<file path="config.mk">
export PLATFORM = sky130hd
export DESIGN_NAME = data_mem_arbiter_flat
export DESIGN_NICKNAME = d
export VERILOG_FILES = /design/src/rtl/data_mem_arbiter_pkg.sv /design/src/rtl/data_mem_arbiter_if.sv /design/src/rtl/data_mem_arbiter_rr_arb2.sv /design/src/rtl/data_mem_arbiter.sv /design/src/flat_wrapper.sv
export SDC_FILE = /design/constraint.sdc
export NUM_CORES = 1
export LEC_CHECK = 0
export ABC_AREA = 0
export CAP_MARGIN = 15
export CORE_MARGIN = 5
export CORE_UTILIZATION = 30
export DETAILED_ROUTE_END_ITERATION = 12
export PLACE_DENSITY = 0.77
export SLEW_MARGIN = 20
export SYNTH_ARGS = -nofsm -noshare
export SYNTH_HDL_FRONTEND = slang
export SYNTH_SLANG_ARGS = --single-unit
export TNS_END_PERCENT = 100
</file>
<file path="constraint.sdc">
create_clock -name clk -period 1.6 [get_ports clk]
set_input_delay 0.32 -clock clk [delete_from_list [all_inputs] [get_ports clk]]
set_output_delay 0.32 -clock clk [all_outputs]
set_load 0.05 [all_outputs]
</file>
<file path="src/rtl/data_mem_arbiter_pkg.sv">
// Shared types for the data-memory arbiter: FSM state encoding and master index.
package godai_mem_pkg;

  typedef enum logic [1:0] {
    IDLE = 2'b00,
    REQ  = 2'b01,
    RESP = 2'b10
  } arb_state_e;

  typedef logic master_idx_t;

endpackage

</file>
<file path="src/rtl/data_mem_arbiter_if.sv">
// Bundle of both master ports and the memory port seen by data_mem_arbiter.
interface data_mem_arbiter_if #(
  parameter int unsigned ADDR_WIDTH = 8,
  parameter int unsigned DATA_WIDTH = 32
);
  localparam int unsigned BE_W = DATA_WIDTH / 8;

  logic                  m0_req_i;
  logic [ADDR_WIDTH-1:0] m0_addr_i;
  logic                  m0_we_i;
  logic [BE_W-1:0]       m0_be_i;
  logic [DATA_WIDTH-1:0] m0_wdata_i;
  logic                  m0_gnt_o;
  logic                  m0_rvalid_o;
  logic [DATA_WIDTH-1:0] m0_rdata_o;
  logic                  m0_err_o;

  logic                  m1_req_i;
  logic [ADDR_WIDTH-1:0] m1_addr_i;
  logic                  m1_we_i;
  logic [BE_W-1:0]       m1_be_i;
  logic [DATA_WIDTH-1:0] m1_wdata_i;
  logic                  m1_gnt_o;
  logic                  m1_rvalid_o;
  logic [DATA_WIDTH-1:0] m1_rdata_o;
  logic                  m1_err_o;

  logic                  mem_req_o;
  logic [ADDR_WIDTH-1:0] mem_addr_o;
  logic                  mem_we_o;
  logic [BE_W-1:0]       mem_be_o;
  logic [DATA_WIDTH-1:0] mem_wdata_o;
  logic                  mem_gnt_i;
  logic                  mem_rvalid_i;
  logic [DATA_WIDTH-1:0] mem_rdata_i;
  logic                  mem_err_i;

  // Arbiter side.
  modport slave (
    input  m0_req_i, m0_addr_i, m0_we_i, m0_be_i, m0_wdata_i,
    output m0_gnt_o, m0_rvalid_o, m0_rdata_o, m0_err_o,
    input  m1_req_i, m1_addr_i, m1_we_i, m1_be_i, m1_wdata_i,
    output m1_gnt_o, m1_rvalid_o, m1_rdata_o, m1_err_o,
    output mem_req_o, mem_addr_o, mem_we_o, mem_be_o, mem_wdata_o,
    input  mem_gnt_i, mem_rvalid_i, mem_rdata_i, mem_err_i
  );

  // Environment side: requesting masters plus the memory.
  modport master (
    output m0_req_i, m0_addr_i, m0_we_i, m0_be_i, m0_wdata_i,
    input  m0_gnt_o, m0_rvalid_o, m0_rdata_o, m0_err_o,
    output m1_req_i, m1_addr_i, m1_we_i, m1_be_i, m1_wdata_i,
    input  m1_gnt_o, m1_rvalid_o, m1_rdata_o, m1_err_o,
    input  mem_req_o, mem_addr_o, mem_we_o, mem_be_o, mem_wdata_o,
    output mem_gnt_i, mem_rvalid_i, mem_rdata_i, mem_err_i
  );

endinterface

</file>
<file path="src/rtl/data_mem_arbiter_rr_arb2.sv">
// Two-way round-robin pick: a lone requester wins, a tie goes to the master not granted last.
module rr_arb2
  import godai_mem_pkg::*;
(
  input  logic [1:0]  req,
  input  master_idx_t last,
  output logic        valid,
  output master_idx_t idx
);

  always_comb begin
    valid = |req;
    idx   = master_idx_t'(req[1]);
    if (req == 2'b11) begin
      idx = ~last;
    end
  end

endmodule

</file>
<file path="src/rtl/data_mem_arbiter.sv">
// Round-robin arbiter between two masters onto a single data_memory port,
// with one outstanding transaction and a response timeout.
module data_mem_arbiter
  import godai_mem_pkg::*;
#(
  parameter int unsigned ADDR_WIDTH = 8,
  parameter int unsigned DATA_WIDTH = 32,
  parameter int unsigned TIMEOUT    = 64
) (
  input logic               clk,
  input logic               rst,
  data_mem_arbiter_if.slave bus
);

  localparam int unsigned BE_W  = DATA_WIDTH / 8;
  localparam int unsigned CNT_W = $clog2(TIMEOUT + 1);
  localparam logic [CNT_W-1:0] TMO_LAST = CNT_W'(TIMEOUT - 1);

  arb_state_e            state, state_nxt;
  master_idx_t           sel, last;
  logic [ADDR_WIDTH-1:0] addr_q;
  logic                  we_q;
  logic [BE_W-1:0]       be_q;
  logic [DATA_WIDTH-1:0] wdata_q;
  logic [CNT_W-1:0]      tmo_cnt;

  logic                  pick_valid;
  master_idx_t           pick_idx;
  logic                  capture, granted, resp, resp_tmo, mem_req;
  logic [ADDR_WIDTH-1:0] cap_addr;
  logic                  cap_we;
  logic [BE_W-1:0]       cap_be;
  logic [DATA_WIDTH-1:0] cap_wdata;
  logic [DATA_WIDTH-1:0] resp_data;
  logic                  resp_err;

  rr_arb2 u_rr_arb2 (
    .req   ({bus.m1_req_i, bus.m0_req_i}),
    .last  (last),
    .valid (pick_valid),
    .idx   (pick_idx)
  );

  // Payload of whichever master the round-robin picked this cycle.
  always_comb begin
    cap_addr  = pick_idx ? bus.m1_addr_i  : bus.m0_addr_i;
    cap_we    = pick_idx ? bus.m1_we_i    : bus.m0_we_i;
    cap_be    = pick_idx ? bus.m1_be_i    : bus.m0_be_i;
    cap_wdata = pick_idx ? bus.m1_wdata_i : bus.m0_wdata_i;
  end

  always_ff @(posedge clk) begin
    if (rst) begin
      state <= IDLE;
    end else begin
      state <= state_nxt;
    end
  end

  // Next state and handshake strobes; everything is held quiet while in reset.
  always_comb begin
    state_nxt = state;
    capture   = 1'b0;
    granted   = 1'b0;
    resp      = 1'b0;
    resp_tmo  = 1'b0;
    if (!rst) begin
      unique case (state)
        IDLE: begin
          if (pick_valid) begin
            capture   = 1'b1;
            state_nxt = REQ;
          end
        end
        REQ: begin
          if (bus.mem_gnt_i) begin
            granted   = 1'b1;
            state_nxt = RESP;
          end
        end
        RESP: begin
          if (bus.mem_rvalid_i) begin
            resp      = 1'b1;
            state_nxt = IDLE;
          end else if (tmo_cnt == TMO_LAST) begin
            resp      = 1'b1;
            resp_tmo  = 1'b1;
            state_nxt = IDLE;
          end
        end
        default: state_nxt = IDLE;
      endcase
    end
    mem_req   = (state == REQ) && !rst;
    resp_data = resp_tmo ? '0 : bus.mem_rdata_i;
    resp_err  = resp_tmo | bus.mem_err_i;
  end

  always_ff @(posedge clk) begin
    if (rst) begin
      sel     <= 1'b0;
      last    <= 1'b1;
      addr_q  <= '0;
      we_q    <= 1'b0;
      be_q    <= '0;
      wdata_q <= '0;
      tmo_cnt <= '0;
    end else begin
      if (capture) begin
        sel     <= pick_idx;
        addr_q  <= cap_addr;
        we_q    <= cap_we;
        be_q    <= cap_be;
        wdata_q <= cap_wdata;
      end
      if (granted) begin
        last    <= sel;
        tmo_cnt <= '0;
      end else if (state == RESP) begin
        tmo_cnt <= tmo_cnt + CNT_W'(1);
      end
    end
  end

  assign bus.mem_req_o   = mem_req;
  assign bus.mem_addr_o  = addr_q;
  assign bus.mem_we_o    = we_q;
  assign bus.mem_be_o    = be_q;
  assign bus.mem_wdata_o = wdata_q;

  // Responses are steered to the owner only; the other master sees zeros.
  assign bus.m0_gnt_o    = granted & (sel == 1'b0);
  assign bus.m1_gnt_o    = granted & (sel == 1'b1);
  assign bus.m0_rvalid_o = resp & (sel == 1'b0);
  assign bus.m1_rvalid_o = resp & (sel == 1'b1);
  assign bus.m0_err_o    = resp & (sel == 1'b0) & resp_err;
  assign bus.m1_err_o    = resp & (sel == 1'b1) & resp_err;
  assign bus.m0_rdata_o  = (resp && sel == 1'b0) ? resp_data : '0;
  assign bus.m1_rdata_o  = (resp && sel == 1'b1) ? resp_data : '0;

endmodule

</file>
<file path="src/flat_wrapper.sv">
// flat-port wrapper written by rule: the top's interface ports become plain ports
module data_mem_arbiter_flat import godai_mem_pkg::*;
#(
  parameter int unsigned ADDR_WIDTH = 8,
  parameter int unsigned DATA_WIDTH = 32,
  parameter int unsigned TIMEOUT    = 64
)
  (clk, rst, bus_m0_req_i, bus_m0_addr_i, bus_m0_we_i, bus_m0_be_i, bus_m0_wdata_i, bus_m0_gnt_o, bus_m0_rvalid_o, bus_m0_rdata_o, bus_m0_err_o, bus_m1_req_i, bus_m1_addr_i, bus_m1_we_i, bus_m1_be_i, bus_m1_wdata_i, bus_m1_gnt_o, bus_m1_rvalid_o, bus_m1_rdata_o, bus_m1_err_o, bus_mem_req_o, bus_mem_addr_o, bus_mem_we_o, bus_mem_be_o, bus_mem_wdata_o, bus_mem_gnt_i, bus_mem_rvalid_i, bus_mem_rdata_i, bus_mem_err_i);
  data_mem_arbiter_if #(.ADDR_WIDTH(ADDR_WIDTH), .DATA_WIDTH(DATA_WIDTH)) bus_i ();
  input logic clk;
  input logic rst;
  input wire logic [$bits(bus_i.m0_req_i)-1:0] bus_m0_req_i;
  input wire logic [$bits(bus_i.m0_addr_i)-1:0] bus_m0_addr_i;
  input wire logic [$bits(bus_i.m0_we_i)-1:0] bus_m0_we_i;
  input wire logic [$bits(bus_i.m0_be_i)-1:0] bus_m0_be_i;
  input wire logic [$bits(bus_i.m0_wdata_i)-1:0] bus_m0_wdata_i;
  output wire logic [$bits(bus_i.m0_gnt_o)-1:0] bus_m0_gnt_o;
  output wire logic [$bits(bus_i.m0_rvalid_o)-1:0] bus_m0_rvalid_o;
  output wire logic [$bits(bus_i.m0_rdata_o)-1:0] bus_m0_rdata_o;
  output wire logic [$bits(bus_i.m0_err_o)-1:0] bus_m0_err_o;
  input wire logic [$bits(bus_i.m1_req_i)-1:0] bus_m1_req_i;
  input wire logic [$bits(bus_i.m1_addr_i)-1:0] bus_m1_addr_i;
  input wire logic [$bits(bus_i.m1_we_i)-1:0] bus_m1_we_i;
  input wire logic [$bits(bus_i.m1_be_i)-1:0] bus_m1_be_i;
  input wire logic [$bits(bus_i.m1_wdata_i)-1:0] bus_m1_wdata_i;
  output wire logic [$bits(bus_i.m1_gnt_o)-1:0] bus_m1_gnt_o;
  output wire logic [$bits(bus_i.m1_rvalid_o)-1:0] bus_m1_rvalid_o;
  output wire logic [$bits(bus_i.m1_rdata_o)-1:0] bus_m1_rdata_o;
  output wire logic [$bits(bus_i.m1_err_o)-1:0] bus_m1_err_o;
  output wire logic [$bits(bus_i.mem_req_o)-1:0] bus_mem_req_o;
  output wire logic [$bits(bus_i.mem_addr_o)-1:0] bus_mem_addr_o;
  output wire logic [$bits(bus_i.mem_we_o)-1:0] bus_mem_we_o;
  output wire logic [$bits(bus_i.mem_be_o)-1:0] bus_mem_be_o;
  output wire logic [$bits(bus_i.mem_wdata_o)-1:0] bus_mem_wdata_o;
  input wire logic [$bits(bus_i.mem_gnt_i)-1:0] bus_mem_gnt_i;
  input wire logic [$bits(bus_i.mem_rvalid_i)-1:0] bus_mem_rvalid_i;
  input wire logic [$bits(bus_i.mem_rdata_i)-1:0] bus_mem_rdata_i;
  input wire logic [$bits(bus_i.mem_err_i)-1:0] bus_mem_err_i;
  assign bus_i.m0_req_i = bus_m0_req_i;
  assign bus_i.m0_addr_i = bus_m0_addr_i;
  assign bus_i.m0_we_i = bus_m0_we_i;
  assign bus_i.m0_be_i = bus_m0_be_i;
  assign bus_i.m0_wdata_i = bus_m0_wdata_i;
  assign bus_m0_gnt_o = bus_i.m0_gnt_o;
  assign bus_m0_rvalid_o = bus_i.m0_rvalid_o;
  assign bus_m0_rdata_o = bus_i.m0_rdata_o;
  assign bus_m0_err_o = bus_i.m0_err_o;
  assign bus_i.m1_req_i = bus_m1_req_i;
  assign bus_i.m1_addr_i = bus_m1_addr_i;
  assign bus_i.m1_we_i = bus_m1_we_i;
  assign bus_i.m1_be_i = bus_m1_be_i;
  assign bus_i.m1_wdata_i = bus_m1_wdata_i;
  assign bus_m1_gnt_o = bus_i.m1_gnt_o;
  assign bus_m1_rvalid_o = bus_i.m1_rvalid_o;
  assign bus_m1_rdata_o = bus_i.m1_rdata_o;
  assign bus_m1_err_o = bus_i.m1_err_o;
  assign bus_mem_req_o = bus_i.mem_req_o;
  assign bus_mem_addr_o = bus_i.mem_addr_o;
  assign bus_mem_we_o = bus_i.mem_we_o;
  assign bus_mem_be_o = bus_i.mem_be_o;
  assign bus_mem_wdata_o = bus_i.mem_wdata_o;
  assign bus_i.mem_gnt_i = bus_mem_gnt_i;
  assign bus_i.mem_rvalid_i = bus_mem_rvalid_i;
  assign bus_i.mem_rdata_i = bus_mem_rdata_i;
  assign bus_i.mem_err_i = bus_mem_err_i;
  data_mem_arbiter #(.ADDR_WIDTH(ADDR_WIDTH), .DATA_WIDTH(DATA_WIDTH), .TIMEOUT(TIMEOUT)) u_core (.clk(clk), .rst(rst), .bus(bus_i));
endmodule
</file>
### Word level (Yosys, flattened, before mapping)

Index checks and enable logic that the tools add are counted.

| word-level totals | value |
|---|---|
| flip-flop bits (word level) | 56 |
| input port bits | 129 |
| output and inout bits | 116 |

| cells by class | value |
|---|---|
| add/subtract/negate cells | 1 |
| eq/ne operators | 7 |
| mux-type cells | 26 |
| bitwise operators | 9 |
| reductions and logical operators | 8 |

Operators with widths:

| cell | number |
|---|---|
| 32-bit 2-to-1 mux | 4 |
| 1-bit 2-to-1 mux | 15 |
| 2-bit 2-to-1 mux | 4 |
| 8-bit 2-to-1 mux | 1 |
| 7-bit by 1-bit adder with 7-bit output (second input constant) | 1 |
| 7-bit by 6-bit equality test with 1-bit output (second input constant) | 1 |
| 1-bit AND | 6 |
| 2-bit one-hot mux with 3 select lines | 1 |
| 2-bit equality test (second input constant) | 2 |
| 4-bit 2-to-1 mux | 1 |
| 2-bit OR reduction | 2 |
| 1-bit logical AND | 3 |
| 3-bit by 2-bit inequality test with 1-bit output (second input constant) | 1 |
| 3-bit AND reduction | 1 |
| 2-bit by 1-bit equality test with 1-bit output (second input constant) | 1 |
| 2-bit logical NOT | 1 |
| 2-bit by 1-bit inequality test with 1-bit output (second input constant) | 1 |
| 2-bit inequality test (second input constant) | 1 |
| 1-bit inverter | 2 |
| 1-bit logical NOT | 1 |
| 1-bit bitwise OR | 1 |

### Depth between registers and ports, before layout

Gate-level depths: netlist of run 1.

| depth | value |
|---|---|
| depth after elaboration | 7 |
| mapped depth | 5 |
| depth with buffers taken out | 4 |

### Cells and area by module

From an unflattened synthesis of run 1, not the netlist that was laid out.

| unflattened totals | value |
|---|---|
| cell total of the unflattened synthesis | 376 |
| area, all modules | 3012.9 um2 |

Modules (own cells, without submodules):

| module | instances | cells an instance | area an instance (um2) |
|---|---|---|---|
| data_mem_arbiter | 1 | 374 | 2999.1 |
| rr_arb2 | 1 | 2 | 13.8 |

### Worst setup path after synthesis of run 1

Ideal clock, no wire load.

| timing | value |
|---|---|
| path kind | in2out |
| start | in rst |
| end | out bus_m0_gnt_o |
| arrival | 2661 ps |
| required time | 1280 ps |
| setup slack | -1381 ps |
| stages | 4 |
| buffers on the path | 1 |
| cells stage by stage | buf_4 nor3b_1 nand2_1 nor2_1 |

| between the ends | value |
|---|---|
| longest elaborated chain between the ends | 2 |

Ends and longest elaborated chain:

| element | line | RTL |
|---|---|---|
| from (decl) | flat_wrapper.sv:11 | `input logic rst;` |
| 1-bit 2-to-1 mux | data_mem_arbiter.sv:67 | `if (!rst) begin` |
| 1-bit AND | data_mem_arbiter.sv:132 | `assign bus.m0_gnt_o = granted & (sel == 1'b0);` |
| to (decl) | flat_wrapper.sv:17 | `output wire logic [$bits(bus_i.m0_gnt_o)-1:0] bus_m0_gnt_o;` |

No other way between the ends.

### Worst setup path after layout of run 1

| timing | value |
|---|---|
| start | reg u_core.state[0] |
| end | out bus_m1_rdata_o[16] |

| between the ends | value |
|---|---|
| longest elaborated chain between the ends | 5 |

Ends and longest elaborated chain:

| element | line | RTL |
|---|---|---|
| from (decl) | data_mem_arbiter.sv:19 | `arb_state_e state, state_nxt;` |
| from (signal assigned) | data_mem_arbiter.sv:56 | `state <= state_nxt;` |
| 2-bit equality test * | data_mem_arbiter.sv:68 | `unique case (state)` |
| 1-bit 2-to-1 mux | data_mem_arbiter.sv:68 |  |
| 1-bit 2-to-1 mux | data_mem_arbiter.sv:67 |  |
| 32-bit 2-to-1 mux or 1-bit logical AND (tied branches) | data_mem_arbiter.sv:95, data_mem_arbiter.sv:139 |  |
| 32-bit 2-to-1 mux * | data_mem_arbiter.sv:139 | `assign bus.m1_rdata_o = (resp && sel == 1'b1) ? resp_data : '0;` |
| to (decl) | flat_wrapper.sv:28 | `output wire logic [$bits(bus_i.m1_rdata_o)-1:0] bus_m1_rdata_o;` |

Mark *: on every way between the ends. The rest lies on a longest branch, timed or not.

==> flow_summary.yaml, run 1 <==
routing:
  routed_wl_mm: 14.5
  vias: 4017
  drc: 0
  dr_wl_met2_mm: 7.39
  wl_per_cell_um: 18.2
  dr.pass1.iters: 4
  drt_iter0_markers: 190
  drt-met1-wl_mm: 5.60
  vias_per_cell: 5.07
  final_antenna_net_count: 0
  met3_length_mm: 1.12
  top_layer: "met4"
synthesis:
  synth-simple-area-share: 0.324
  yosys.area.top_type: "dfxtp_1"
  synth_compound_area_frac: 0.239
  synthMuxAreaShare: 0.00323
  syn_area_sq_um: 3100
  synth_area_per_cell_sq_um: 7.82
  synth_xor_xnor_area_share: 0.00565
  synth_nets: 526
  synthCells: 396
  synth_warnings: 0
  synth-adder-area-share: 0.00404
  yosys.area.top_type_share: 0.362
  ys_top_cells_by_area: "dfxtp_1 36%, a311oi_1 13%, nand2_1 11%, a21oi_1 8.2%, and2_1 7.5%"
  synth_top_family_by_area: "simple AND/OR/NAND/NOR gates"
  ys_seq_elements: 56
  synth-seq-area-share: 0.362
  yosys.cell_types.count: 36
timing:
  finClkSkew_ns: 0.00602
  setup_violations: 72
  tightest_slew_ns: 0.340
  fmax_mhz: 488
  whs_ns: 0.514
  setup_slack_ns: -0.448
  layout_worst_path_cycle_share: 1.28
  final_hold_viol_count: 0
  max_slew_margin: 0.774
  maxSlewViolCount: 0
  min_period_ns: 2.05
  grt_setup_unrepaired: "yes"
worst_setup_path:
  critPathCaptureType: "output pin"
  startpoint: "u_core.state[0]"
  path_class: "reg2out"
  required_ns: 1.28
  reg2reg_from: "u_core.state[0]"
  cp-start-kind: "register"
  arrival_ns: 1.73
  cp_max_fo: 8
  r2r_cells: 6
  regToRegSetupSlack_ns: -0.01
cells_and_area:
  seqCellArea_sq_um: 1130
  final_cell_mix: "126 x clkdlybuf4s50_1, 93 x nand2_1, 81 x buf_12"
  nets: 785
  drive_gt1_frac: 0.407
  multi_input_area_sq_um: 2060
  final_common_cell: "clkdlybuf4s50_1"
  design_area_sq_um: 7100
  area_delta_synth_final_pct: 129
  nFillCells: 742
  instances_no_fill: 793
grt:
  grt_start_max_net_pins: 37
  overflow: 0
  grt_pass1_vias: 4152
  grt_pass1_wl_mm: 21.6
  antenna_found_initial: 1
  track_usage: 0.211
outcome:
  status: "finished, violations left"
  violations: "setup timing"
clocking:
  htree_levels: 2
  cts_root_buffer: "clkbuf_8"
  clockBufferDepth: 2
  numCtsBuffers: 5
  cts_tree: "yes"
  clk_latency_ns: 0.31
  clock-sinks: 56
  cts.clk_slew.worst_paths_ns: 0.10
power:
  cellPowerDensity_nw_per_um2: 630
  clkPwrFrac: 0.195
  combPwrFrac: 0.439
  p_total_uw: 4480
  p_leak_uw: 0.00288
  p_sw_uw: 1660
  p_int_uw: 2820
  swShare: 0.370
  seqPwrFrac: 0.366
  ir_worst_vdd_v: 0.000422
placement:
  placed_area_sq_um: 6700
  place_ws_ns: -0.403
  hpwl_mm: 10.8
  place_congestion: 0.785
  portBuffers: 244
  dp_cells: 769
worst_hold_path:
  min_from: "u_core.bus.mem_addr_o[6]"
  hold_depth: 2
  hold_class: "reg2reg"
floorplanning:
  die_h_um: 112
  die_w_um: 112
  dieArea_sq_um: 12500
  initial_core_util: 0.304
  io_pins: 245
  rows: 37
  design.core.area_sq_um: 10200
flow_run:
  drv_cap: 0
## final timing paths
path / to
min reg2reg: u_core.bus.mem_addr_o[6]
min: u_core.bus.mem_addr_o[6]
max reg2reg: u_core.tmo_cnt[4]
max: bus_m1_rdata_o[16]
## critical path, cell delays in order, from the launching register on
cell	delay [ns]
dfxtp_2	0.34
nand2b_4	0.18
nor4bb_4	0.29
buf_6	0.18
clkbuf_16	0.15
and2_4	0.15
buf_12	0.13
## power groups by stage
stage               combinational (uW)  sequential, uW  clock (uW)
floorplan                          518            2140           0
global placement                  1790            1660           0
detailed placement                1820            1660           0
CTS                               1870            1640         894
global route                      2070            1650         945
finish                            1970            1640         874
## through the flow
step	setup TNS, ns	utilization
after global routing	-32.82	0.698
after floorplan	-9.15	-
final	-28.51	0.698
after CTS	-28.53	0.675
after detailed placement	-38.40	0.658
after global placement	-33.82	0.658
## state kept, by name, summed over array words and instances (netlist names)
| signal | cells |
|---|---|
| u_core.bus.mem_addr_o | 8 |
| u_core.bus.mem_be_o | 4 |
| u_core.bus.mem_wdata_o | 32 |
| u_core.bus.mem_we_o | 1 |
| u_core.last | 1 |
| u_core.sel | 1 |
| u_core.state | 2 |
| u_core.tmo_cnt | 7 |
## cell usage after synthesis
cell and count:
or3_1 4, a31o_2 1, and3_1 2, a31oi_1 1
and2_2 28, ha_1 1, or2_1 1, and2_1 37
nand4_1 2, a21boi_2 1, and4_1 1, clkbuf_1 11
buf_6 1, o41ai_1 1, nor4_1 2, a21oi_1 51
buf_2 19, clkbuf_2 6, mux2i_1 1, inv_1 2
a22oi_1 1, xor2_1 2, nand2_1 94, buf_4 1
nor4b_4 1, a311oi_1 45, nand2b_1 1, o21ai_0 4
o22a_1 1, nor2_1 8, or3b_2 1, dfxtp_1 56
nor3b_1 3, nand3b_1 2, nor4bb_4 1, a21bo_2 2
## routing by layer
| layer | global-route usage | vias to the layer above |
|---|---|---|
| met5 | 0 | - |
| met4 | 0.0641 | 0 |
| met3 | 0.0630 | 27 |
| met2 | 0.376 | 219 |
| met1 | 0.242 | 1857 |
| li1 | - | 1914 |
## logic make-up (layout without fill, tap and decap cells)
logic type,Yosys count,after routing
AND/OR/NAND/NOR,188,188
AO/OA/AOI/OAI,108,108
flip-flops,56,56
buffers and inverters,40,300
XOR/XNOR,2,2
adder cells (fa/ha/maj),1,1
multiplexers,1,1
other,0,1
## layout make-up
type | instances | share of cell area
Tap cell | 136 | 0.0240
Multi-Input combinational cell | 300 | 0.290
Inverter | 2 | 0.00106
Timing Repair Buffer | 290 | 0.511
Clock buffer | 7 | 0.0137
Sequential cell | 56 | 0.159
Antenna cell | 1 | 0.000352
Clock inverter | 1 | 0.000704
## timing repair
action / in CTS / in global routing
cloned: 1 / 6
pin swaps: 5 / 15
endpoints found under the setup margin: 76 / 111
setup buffers: 3 / 8
hold buffers: 0 / 0
resized for setup: 12 / 10
No activity file was read; power rests on OpenSTA's default activity.
==> run 2, diff against run 1 <==
--- a/config.mk
+++ b/config.mk
@@ -11,6 +11,7 @@
 export CORE_UTILIZATION = 30
 export DETAILED_ROUTE_END_ITERATION = 12
 export PLACE_DENSITY = 0.77
+export SKIP_CTS_REPAIR_TIMING = 1
 export SLEW_MARGIN = 20
 export SYNTH_ARGS = -nofsm -noshare
 export SYNTH_HDL_FRONTEND = slang
==> run 2 against run 1 <==
The run still ends with setup timing left; power is 2.7% lower; via count is 1.8% lower; cell area is 2.0% lower; hold slack better by 0.013 ns; largest power group unchanged; routed wire length is 4.6% lower; critical path type unchanged; non-clock buffer count is 9 lower; count of clock-buffer cells in the layout stayed put; register-to-register slack better by 0.10 ns; critical endpoint unchanged; final cell count is 1.1% lower.
==> flow_summary.yaml, run 2 (synthesis gave the netlist of run 1 again) <==
outcome:
  status: "finished, violations left"
  violations: "setup timing"
worst_setup_path:
  cp_num_cells: 6
  arrival_ns: 1.71
  required_ns: 1.28
  cp_max_fo: 8
  cp_slowest_cell: "dfxtp_2"
  path_class: "reg2out"
  cp_slowest_stage_delay_ns: 0.33
  path_cells: "nand2b_4 > nor4bb_4 > buf_6 > clkbuf_16 > and2_4 > buf_12"
  crit_family: "simple AND/OR/NAND/NOR gates"
  worst_r2r_endpoint: "u_core.bus.mem_wdata_o[7]"
  critPathCaptureType: "output pin"
  crit_buf_inv: 3
  cp-start-kind: "register"
  r2r_cells: 6
  regToRegSetupSlack_ns: 0.09
  reg2reg_from: "u_core.state[1]"
worst_hold_path:
  hold-path-endpoint: "u_core.bus.mem_wdata_o[16]"
  min_from: "u_core.bus.mem_wdata_o[16]"
  hold_depth: 2
  hold_class: "reg2reg"
clocking:
  cts_root_buffer: "clkbuf_8"
  numCtsBuffers: 5
  clk_latency_ns: 0.31
  cts_tree: "yes"
  htree_levels: 2
  cts.clk_slew.worst_paths_ns: 0.10
  clock-sinks: 56
  clockBufferDepth: 2
routing:
  wl_per_cell_um: 17.6
  vias: 3945
  dr.pass1.iters: 4
  drc: 0
  final_antenna_net_count: 0
  vias_per_cell: 5.03
  drt_iter0_markers: 187
  routed_wl_mm: 13.8
cells_and_area:
  area_delta_synth_final_pct: 125
  drive_gt1_frac: 0.402
  nets: 776
  nFillCells: 749
  multi_input_area_sq_um: 2080
  final_cell_mix: "127 x clkdlybuf4s50_1, 93 x nand2_1, 79 x buf_12"
  final_common_cell: "clkdlybuf4s50_1"
  largest_reg_flops: 32
  seqCellArea_sq_um: 1130
  final_core_util: 0.684
timing:
  max_slew_margin: 0.749
  min_period_ns: 2.03
  tightest_slew_ns: 0.376
  fmax_mhz: 493
  whs_ns: 0.527
  setup_violations: 71
  layout_worst_path_cycle_share: 1.27
  maxSlewViolCount: 0
  grt_setup_unrepaired: "yes"
  setup_slack_ns: -0.427
  final_hold_viol_count: 0
  finClkSkew_ns: 0.00610
  setup_tns_ns: -26.94
floorplanning:
  rows: 37
  io_pins: 245
  die_w_um: 112
  initial_core_util: 0.304
  die_h_um: 112
  dieArea_sq_um: 12500
  design.core.area_sq_um: 10200
placement:
  portBuffers: 244
  hpwl_mm: 10.8
  place_congestion: 0.785
power:
  p_leak_uw: 0.00280
  clkPwrFrac: 0.198
  p_int_uw: 2740
  ir_worst_vdd_v: 0.000417
  swShare: 0.371
  cellPowerDensity_nw_per_um2: 626
  p_sw_uw: 1620
  seqPwrFrac: 0.376
  combPwrFrac: 0.426
grt:
  grt_pass1_wl_mm: 21.1
  track_usage: 0.205
  grt_pass1_vias: 4114
  grt_start_max_net_pins: 49
  overflow: 0
  antenna_found_initial: 1
flow_run:
  drv_cap: 0
==> run 2: cell count changes in the layout (fill, tap and decap cells not counted), sizes merged <==
cell / change
clkbuf: -3
clkdlybuf4s50: +1
buf: -6
dlygate4sd2: -1
==> run 2: routing by layer <==
| metal | vias to the layer above | global-route usage | share of wire |
|---|---|---|---|
| met5 | - | 0 | 0 |
| met1 | 1822 | 0.234 | 0.38 |
| met4 | 0 | 0.0689 | 0.016 |
| met3 | 15 | 0.0647 | 0.085 |
| met2 | 214 | 0.363 | 0.52 |
| li1 | 1894 | - | - |
==> run 2: how the worst max path moves through the flow <==
stage	slack (ns)	from	to
2_1_floorplan	-0.19	rst	bus_m0_gnt_o
3_3_place_gp	-0.36	bus_mem_rvalid_i	bus_m0_rdata_o[4]
3_5_place_dp	-0.40	bus_m0_req_i	u_core.bus.mem_wdata_o[24]
4_1_cts	-0.46	u_core.sel	bus_m1_rdata_o[29]
5_1_grt	-0.50	u_core.state[0]	bus_m1_rdata_o[6]
6_report	-0.43	u_core.state[0]	bus_m1_rdata_o[16]
==> run 2: layout make-up <==
cell class	count	area share
Clock buffer	7	0.0140
Multi-Input combinational cell	300	0.299
Inverter	2	0.00108
Timing Repair Buffer	281	0.498
Antenna cell	1	0.000359
Clock inverter	1	0.000719
Tap cell	136	0.0244
Sequential cell	56	0.162
==> run 2: worst min-delay path: stages, from the launching register on <==
cell      delay [ns]
dfxtp_1         0.32
a21oi_1         0.11
a311oi_1        0.05
==> run 2: power groups by stage <==
stage          combinational (uW)  clock [uW]  sequential, uW
4_1_cts                      1820         894            1640
5_1_grt                      1960         945            1650
2_1_floorplan                 518           0            2140
3_3_place_gp                 1790           0            1660
3_5_place_dp                 1820           0            1660
6_report                     1860         863            1640
==> run 2: stage by stage <==
stage | area (sq um) | worst slack [ns] | cells | power, uW
floorplan | 3390 | -0.189 | 396 | 2660
CTS | 6800 | -0.457 | 777 | 4350
global placement | 6700 | -0.355 | 769 | 3450
finish | 6960 | -0.427 | 784 | 4360
detailed placement | 6700 | -0.403 | 769 | 3490
global route | 6960 | -0.495 | 784 | 4560
